[config.mk]
export PLATFORM = sky130hd
export DESIGN_NAME = sdm_decim_cic
export DESIGN_NICKNAME = d
export VERILOG_FILES = /design/src/rtl/sdm_decim_cic_pkg.sv /design/src/rtl/sdm_decim_cic_integrator.sv /design/src/rtl/sdm_decim_cic.sv
export SDC_FILE = /design/constraint.sdc
export NUM_CORES = 1
export LEC_CHECK = 0
export BUFFER_PORTS_ARGS = -buffer_cell sky130_fd_sc_hd__buf_2
export CORE_UTILIZATION = 35
export DETAILED_ROUTE_END_ITERATION = 12
export GPL_TIMING_DRIVEN = 1
export PLACE_DENSITY = 0.59
export SLEW_MARGIN = 20
export SYNTH_ARGS = -nofsm -noshare
export SYNTH_HDL_FRONTEND = slang
export SYNTH_HIERARCHICAL = 1
export SYNTH_SLANG_ARGS = --single-unit
[constraint.sdc]
create_clock -name clk -period 7.3 [get_ports clk]
set_input_delay 1.095 -clock clk [delete_from_list [all_inputs] [get_ports clk]]
set_output_delay 1.095 -clock clk [all_outputs]
set_load 0.05 [all_outputs]
[src/rtl/sdm_decim_cic_pkg.sv]
// rtl/sdm_decim_cic_pkg.sv - shared CIC sizing constants and helpers for the sigma-delta decimator
// Provides the filter order, the internal accumulator width and the output alignment shift.
package sdm_decim_cic_pkg;

    localparam int CIC_ORDER = 3;

    // Internal width: order*log2(R) bits of gain plus sign plus one bit of headroom
    // so the full-scale comb output (+/-2**(3*LOG2R)) is representable.
    function automatic int cic_width(input int log2r);
        return CIC_ORDER * log2r + 2;
    endfunction

    // Right shift that maps the comb full-scale onto a BITS-wide signed sample.
    function automatic int cic_out_shift(input int log2r, input int bits);
        return CIC_ORDER * log2r - (bits - 1);
    endfunction

endpackage

[src/rtl/sdm_decim_cic_integrator.sv]
// rtl/sdm_decim_cic_integrator.sv - W-bit enabled wrapping accumulator, one CIC integrator stage
// Ports:
//   clk    in   1   system clock
//   reset  in   1   asynchronous active-high clear
//   en     in   1   accumulate x this cycle
//   x      in   W   signed increment
//   acc    out  W   registered accumulator value (wraps modulo 2**W)
module sdm_decim_cic_integrator #(
    parameter int W = 20
) (
    input  logic                clk,
    input  logic                reset,
    input  logic                en,
    input  logic signed [W-1:0] x,
    output logic signed [W-1:0] acc
);

    always_ff @(posedge clk or posedge reset) begin
        if (reset) begin
            acc <= '0;
        end else if (en) begin
            acc <= acc + x;
        end
    end

endmodule

[src/rtl/sdm_decim_cic.sv]
// rtl/sdm_decim_cic.sv - 3rd-order CIC decimator turning a 1-bit sigma-delta stream into PCM
// Ports:
//   clk         in   1     system clock, all state on rising edge
//   reset       in   1     asynchronous active-high clear
//   bit_en      in   1     qualifies din
//   din         in   1     bitstream bit, 1 -> +1, 0 -> -1
//   dout        out  BITS  decimated signed sample, held between strobes
//   dout_valid  out  1     one-cycle pulse per decimated sample
//   settled     out  1     sticky, high from the third sample after reset
module sdm_decim_cic
    import sdm_decim_cic_pkg::*;
#(
    parameter int BITS  = 16,
    parameter int LOG2R = 6
) (
    input  logic            clk,
    input  logic            reset,
    input  logic            bit_en,
    input  logic            din,
    output logic [BITS-1:0] dout,
    output logic            dout_valid,
    output logic            settled
);

    localparam int W     = cic_width(LOG2R);
    localparam int SHIFT = cic_out_shift(LOG2R, BITS);

    localparam logic [BITS-1:0] OUT_MAX = {1'b0, {(BITS-1){1'b1}}};
    localparam logic [BITS-1:0] OUT_MIN = {1'b1, {(BITS-1){1'b0}}};

    logic signed [W-1:0] x;
    logic signed [W-1:0] i1, i2, i3;
    logic signed [W-1:0] s1, s2;
    logic signed [W-1:0] d1, d2, d3;
    logic signed [W-1:0] c1, c2, c3;
    logic signed [W-1:0] c3_shr;
    logic [W-BITS:0]     c3_top;
    logic [BITS-1:0]     sat_val;

    logic [LOG2R-1:0] phase;
    logic             tick;
    logic             tick_q;
    logic             tick_d;
    logic [1:0]       vcnt;

    assign x = din ? {{(W-1){1'b0}}, 1'b1} : {W{1'b1}};

    // Cascade: each stage accumulates the already-updated value of the stage before it.
    assign s1 = i1 + x;
    assign s2 = i2 + s1;

    sdm_decim_cic_integrator #(.W(W)) u_int1 (
        .clk   (clk),
        .reset (reset),
        .en    (bit_en),
        .x     (x),
        .acc   (i1)
    );

    sdm_decim_cic_integrator #(.W(W)) u_int2 (
        .clk   (clk),
        .reset (reset),
        .en    (bit_en),
        .x     (s1),
        .acc   (i2)
    );

    sdm_decim_cic_integrator #(.W(W)) u_int3 (
        .clk   (clk),
        .reset (reset),
        .en    (bit_en),
        .x     (s2),
        .acc   (i3)
    );

    // R-th qualified bit of a period; comb runs on the following cycle so that
    // i3 already contains that bit (and not any bit arriving alongside tick_q).
    assign tick = bit_en && (phase == {LOG2R{1'b1}});

    assign c1 = i3 - d1;
    assign c2 = c1 - d2;
    assign c3 = c2 - d3;

    assign c3_shr = c3 >>> SHIFT;
    assign c3_top = c3_shr[W-1:BITS-1];

    // The chain itself wraps freely; only the final sample is clamped.
    always_comb begin
        sat_val = c3_shr[BITS-1:0];
        if ((c3_top != '0) && (c3_top != '1)) begin
            sat_val = c3_shr[W-1] ? OUT_MIN : OUT_MAX;
        end
    end

    always_ff @(posedge clk or posedge reset) begin
        if (reset) begin
            phase      <= '0;
            tick_q     <= 1'b0;
            tick_d     <= 1'b0;
            d1         <= '0;
            d2         <= '0;
            d3         <= '0;
            dout       <= '0;
            dout_valid <= 1'b0;
            settled    <= 1'b0;
            vcnt       <= '0;
        end else begin
            if (bit_en) begin
                phase <= phase + 1'b1;
            end
            tick_q     <= tick;
            tick_d     <= tick_q;
            dout_valid <= tick_d;
            if (tick_q) begin
                d1   <= i3;
                d2   <= c1;
                d3   <= c2;
                dout <= sat_val;
            end
            // settled rises together with the third dout_valid pulse.
            if (tick_d) begin
                if (vcnt == 2'd2) begin
                    settled <= 1'b1;
                end else begin
                    vcnt <= vcnt + 2'd1;
                end
            end
        end
    end

endmodule

==> impl_metrics.prom <==
# TYPE chip_impl_metric gauge
chip_impl_info{name="reg2reg_from",value="u_int3/acc[0]"} 1
chip_impl_metric{name="cts-resized-gates",unit=""} 0
chip_impl_metric{name="fraction_of_the_mapped_netlist_area_in_compound_gates",unit="%"} 20.3
chip_impl_metric{name="timing_worst_slew_pin_value",unit="ns"} 0.958
chip_impl_metric{name="worst-path-max-fanout",unit=""} 11
chip_impl_metric{name="final_max_slew_viol_count",unit=""} 0
chip_impl_metric{name="dp.final_hpwl",unit="mm"} 19.3
chip_impl_info{name="worst_hold_startpoint",value="tick_d"} 1
chip_impl_metric{name="critical_path_required",unit="ns"} 7.57
chip_impl_metric{name="wl",unit="mm"} 25.7
chip_impl_metric{name="cts_hold_buf",unit=""} 0
chip_impl_metric{name="via_count",unit=""} 9768
chip_impl_metric{name="final.setup.tns",unit="ns"} 0
chip_impl_metric{name="globalplace.congestion",unit=""} 0.847
chip_impl_metric{name="setup_viol_count_final",unit=""} 0
chip_impl_metric{name="vias_in_the_first_global_route",unit=""} 9798
chip_impl_metric{name="flow.area_growth_from_synthesis",unit="%"} 9.48
chip_impl_metric{name="synth_nets",unit=""} 1550
chip_impl_info{name="synth_ff_type",value="sky130_fd_sc_hd__dfrtp_1"} 1
chip_impl_metric{name="synthesis.area",unit="sq mm"} 0.0126
chip_impl_info{name="most_common_cell_after_layout_fill_and_taps_aside",value="sky130_fd_sc_hd__ha_1"} 1
chip_impl_metric{name="clockBufferDepth",unit=""} 2
chip_impl_info{name="grt_setup_unrepaired",value="no"} 1
chip_impl_metric{name="final.min_clock_period",unit="ns"} 6.48
chip_impl_metric{name="route.antenna.remaining_nets",unit=""} 0
chip_impl_metric{name="yosys-mux-area-fraction",unit="%"} 6.56
chip_impl_info{name="most-common-layout-cells",value="sky130_fd_sc_hd__ha_1, sky130_fd_sc_hd__dfrtp_1, sky130_fd_sc_hd__inv_1, sky130_fd_sc_hd__nand2_1, sky130_fd_sc_hd__xnor2_1"} 1
chip_impl_metric{name="timing.max_slew.rel_slack",unit="%"} 36.1
chip_impl_metric{name="post_synth_and_or_nand_nor_area_fraction",unit="%"} 13.1
chip_impl_info{name="setup.worst_path.end_class",value="flop"} 1
chip_impl_metric{name="gr-total-overflow",unit=""} 0
chip_impl_info{name="critical_path_class",value="flop to flop"} 1
chip_impl_metric{name="core.rowCount",unit=""} 69
chip_impl_info{name="cts_tree",value="yes"} 1
chip_impl_metric{name="avgSynthCellArea",unit="sq um"} 9.07
chip_impl_metric{name="design.die.area",unit="sq mm"} 0.0367
chip_impl_info{name="path_type_of_the_worst_min_delay_path",value="flop to flop"} 1
chip_impl_metric{name="post_synthesis_share_of_cell_area_spent_on_full_adders_half_adders_and_majority_gates",unit="%"} 16.3
chip_impl_metric{name="arrival",unit="ns"} 6.76
chip_impl_metric{name="routed_via_density",unit=""} 5.20
chip_impl_metric{name="timing.reg2reg.setup_slack",unit="ns"} 0.82
chip_impl_metric{name="synth_xor_xnor_area_share",unit="%"} 9.75
chip_impl_metric{name="finalCritPeriodShare",unit="%"} 88.8
chip_impl_metric{name="core",unit="sq mm"} 0.0355
chip_impl_info{name="timing.critical_path.from",value="u_int3/acc[0]"} 1
chip_impl_info{name="run_status",value="finished clean"} 1
chip_impl_metric{name="postCtsSetupRepairBufs",unit=""} 0
chip_impl_metric{name="layout-drive-gt1-share",unit="%"} 13.1
chip_impl_metric{name="die_x",unit="um"} 192
chip_impl_metric{name="cts-buffers-inserted",unit=""} 17
chip_impl_metric{name="synth-async-reset-ratio",unit="%"} 100
chip_impl_metric{name="wire_length_of_the_first_global_routing_pass",unit="mm"} 45.3
chip_impl_metric{name="ioPinCount",unit=""} 22
chip_impl_metric{name="synth.ff_latch_count",unit=""} 148
chip_impl_metric{name="route.detailed.wl_per_inst",unit="um"} 13.7
chip_impl_metric{name="drc_errors",unit=""} 0
chip_impl_metric{name="antenna_diode_count",unit=""} 0
chip_impl_metric{name="drtPass1Iterations",unit=""} 5
chip_impl_metric{name="grt_start_max_net_pins",unit=""} 80
chip_impl_metric{name="dpl.cell_count",unit=""} 1845
chip_impl_metric{name="final.setup_skew",unit="ns"} 0.0114
chip_impl_metric{name="starting_utilization_of_the_core_area",unit="%"} 35.5
chip_impl_metric{name="synth_cells",unit=""} 1387
chip_impl_info{name="root_buffer",value="sky130_fd_sc_hd__clkbuf_16"} 1
chip_impl_metric{name="synth_enable_flop_cells",unit=""} 0
chip_impl_metric{name="nets",unit=""} 1566
chip_impl_metric{name="antenna_found_initial",unit=""} 0
chip_impl_metric{name="global_route.usage.total",unit="%"} 15.0
chip_impl_metric{name="synth_sequential_area_ratio",unit="%"} 29.4
chip_impl_metric{name="synth-warning-count",unit=""} 6
chip_impl_metric{name="max_cap_viol_count",unit=""} 0
chip_impl_metric{name="synth_top_area_share",unit="%"} 29.4
chip_impl_info{name="yosys.area.top_type",value="sky130_fd_sc_hd__dfrtp_1"} 1
chip_impl_metric{name="max_freq",unit="GHz"} 0.154
chip_impl_metric{name="layoutNonFillerInstCount",unit=""} 1877
chip_impl_metric{name="drt_iter0_drc",unit=""} 406
chip_impl_metric{name="chip_height",unit="um"} 192
chip_impl_metric{name="clock-sinks",unit=""} 148
chip_impl_info{name="startpoint_type",value="flop"} 1
chip_impl_metric{name="timing.final.hold_violations",unit=""} 0
chip_impl_info{name="main_combinational_cell_family_by_area_after_synthesis",value="compound AO/OA/AOI/OAI gates"} 1
chip_impl_metric{name="place.port_buffers",unit=""} 21
chip_impl_metric{name="ys_types",unit=""} 80
chip_impl_info{name="synth_top_cells_by_area",value="sky130_fd_sc_hd__dfrtp_1, sky130_fd_sc_hd__ha_1, sky130_fd_sc_hd__xnor2_1"} 1
chip_impl_metric{name="clkSlewWorstSetupHoldPaths",unit="ns"} 0.07
chip_impl_metric{name="cts.htree.levels",unit=""} 4
chip_impl_metric{name="clk_latency",unit="ns"} 0.44
flip-flops by register name (all words and copies together) (netlist names):
name        count
phase           6
d2             20
u_int1/acc     20
settled         1
dout           16
d1             20
tick_d          1
u_int3/acc     20
u_int2/acc     20
vcnt            2
d3             20
tick_q          1
dout_valid      1
through the flow:
| stage | util, % | setup slack, ns | hold WS, ns | area, sq um |
|---|---|---|---|---|
| 6_report | 38.8 | 0.815 | 0.405 | 13800 |
| 5_1_grt | 38.8 | 0.176 | 0.418 | 13800 |
| 4_1_cts | 38.8 | 0.738 | 0.408 | 13800 |
| 3_5_place_dp | 37.2 | 0.489 | 0.391 | 13200 |
| 3_3_place_gp | 37.2 | 0.586 | 0.398 | 13200 |
| 2_1_floorplan | - | 0.825 | 0.375 | 12600 |
final timing paths:
path / endpoint / depth (start not counted)
worst max-delay path: dout[3] / 26
worst min-delay path: dout_valid / 0
worst max register to register: dout[3] / 26
worst min register to register: dout_valid / 0
max in group asynchronous: tick_q / 3
min in group asynchronous: d1[1] / 2
Yosys cell counts (5+ instances only):
| cell type | n |
|---|---|
| sky130_fd_sc_hd__a31oi_1 | 9 |
| sky130_fd_sc_hd__ha_1 | 152 |
| sky130_fd_sc_hd__nand3_1 | 19 |
| sky130_fd_sc_hd__nand2_1 | 112 |
| sky130_fd_sc_hd__a21o_1 | 25 |
| sky130_fd_sc_hd__mux2i_1 | 9 |
| sky130_fd_sc_hd__o21ai_0 | 95 |
| sky130_fd_sc_hd__and2_1 | 9 |
| sky130_fd_sc_hd__mux2_2 | 64 |
| sky130_fd_sc_hd__a21oi_1 | 100 |
| sky130_fd_sc_hd__buf_1 | 7 |
| sky130_fd_sc_hd__xor2_1 | 30 |
| sky130_fd_sc_hd__a21o_2 | 9 |
| sky130_fd_sc_hd__nand2b_1 | 5 |
| sky130_fd_sc_hd__nor3_1 | 18 |
| sky130_fd_sc_hd__a41oi_1 | 5 |
| sky130_fd_sc_hd__o22ai_1 | 17 |
| sky130_fd_sc_hd__xnor2_1 | 101 |
| sky130_fd_sc_hd__o21a_1 | 25 |
| sky130_fd_sc_hd__nor2_1 | 87 |
| sky130_fd_sc_hd__a211oi_1 | 10 |
| sky130_fd_sc_hd__fa_1 | 7 |
| sky130_fd_sc_hd__a31o_2 | 9 |
| sky130_fd_sc_hd__a221oi_2 | 7 |
| sky130_fd_sc_hd__nand4_1 | 19 |
| sky130_fd_sc_hd__clkbuf_1 | 17 |
| sky130_fd_sc_hd__and3_1 | 7 |
| sky130_fd_sc_hd__o31ai_1 | 10 |
| sky130_fd_sc_hd__inv_1 | 118 |
| sky130_fd_sc_hd__or3_1 | 8 |
| sky130_fd_sc_hd__o21bai_1 | 9 |
| sky130_fd_sc_hd__dfrtp_1 | 148 |
| sky130_fd_sc_hd__nor2b_1 | 28 |
| sky130_fd_sc_hd__a21oi_2 | 7 |
cell type report:
| type | count | area [sq um] |
|---|---|---|
| clock buffers | 17 | 425 |
| clock inverters | 15 | 160 |
| inverters | 118 | 444 |
| repair buffers | 26 | 143 |
| flip-flops and latches | 148 | 3710 |
| fillers | 3559 | 21700 |
| well taps | 461 | 577 |
| multi-input cells | 1092 | 8320 |
critical path: stages, from the launching register on:
cell and delay, ns:
sky130_fd_sc_hd__dfrtp_1 0.41, sky130_fd_sc_hd__inv_1 0.07, sky130_fd_sc_hd__ha_1 0.18, sky130_fd_sc_hd__fa_1 0.21, sky130_fd_sc_hd__nor2b_1 0.05, sky130_fd_sc_hd__o21ai_0 0.20
sky130_fd_sc_hd__a21boi_0 0.15, sky130_fd_sc_hd__o21a_1 0.21, sky130_fd_sc_hd__o311a_1 0.33, sky130_fd_sc_hd__o31ai_1 0.54, sky130_fd_sc_hd__o21bai_1 0.11, sky130_fd_sc_hd__a21oi_1 0.19
sky130_fd_sc_hd__xnor2_1 0.17, sky130_fd_sc_hd__ha_1 0.30, sky130_fd_sc_hd__a21oi_1 0.18, sky130_fd_sc_hd__o21ai_0 0.15, sky130_fd_sc_hd__o21a_1 0.20, sky130_fd_sc_hd__or3_1 0.32
sky130_fd_sc_hd__and2_1 0.17, sky130_fd_sc_hd__ha_1 0.32, sky130_fd_sc_hd__a21oi_1 0.15, sky130_fd_sc_hd__o21ai_0 0.15, sky130_fd_sc_hd__a221oi_2 0.36, sky130_fd_sc_hd__o21bai_1 0.14
sky130_fd_sc_hd__xor2_2 0.19, sky130_fd_sc_hd__o21ai_1 0.66, sky130_fd_sc_hd__o22ai_1 0.20
kinds of logic after synthesis:
group / after synthesis
AO/OA/AOI/OAI: 381
other: 1
flip-flops: 148
adder cells (fa/ha/maj): 160
multiplexers: 74
XOR/XNOR: 135
AND/OR/NAND/NOR: 341
buffers and inverters: 147
layer usage:
metal / part of all wire [%] / global-route usage, % / vias to the layer above
met4: 1.8 / 5.04 / 0
met5: 0 / 0 / -
met3: 2.1 / 2.48 / 33
met1: 49 / 18.5 / 4624
li1: - / - / 5007
met2: 47 / 26.2 / 104
Power is not shown: default switching activity piles up to over one toggle a cycle in this logic, so the estimate is an artifact.
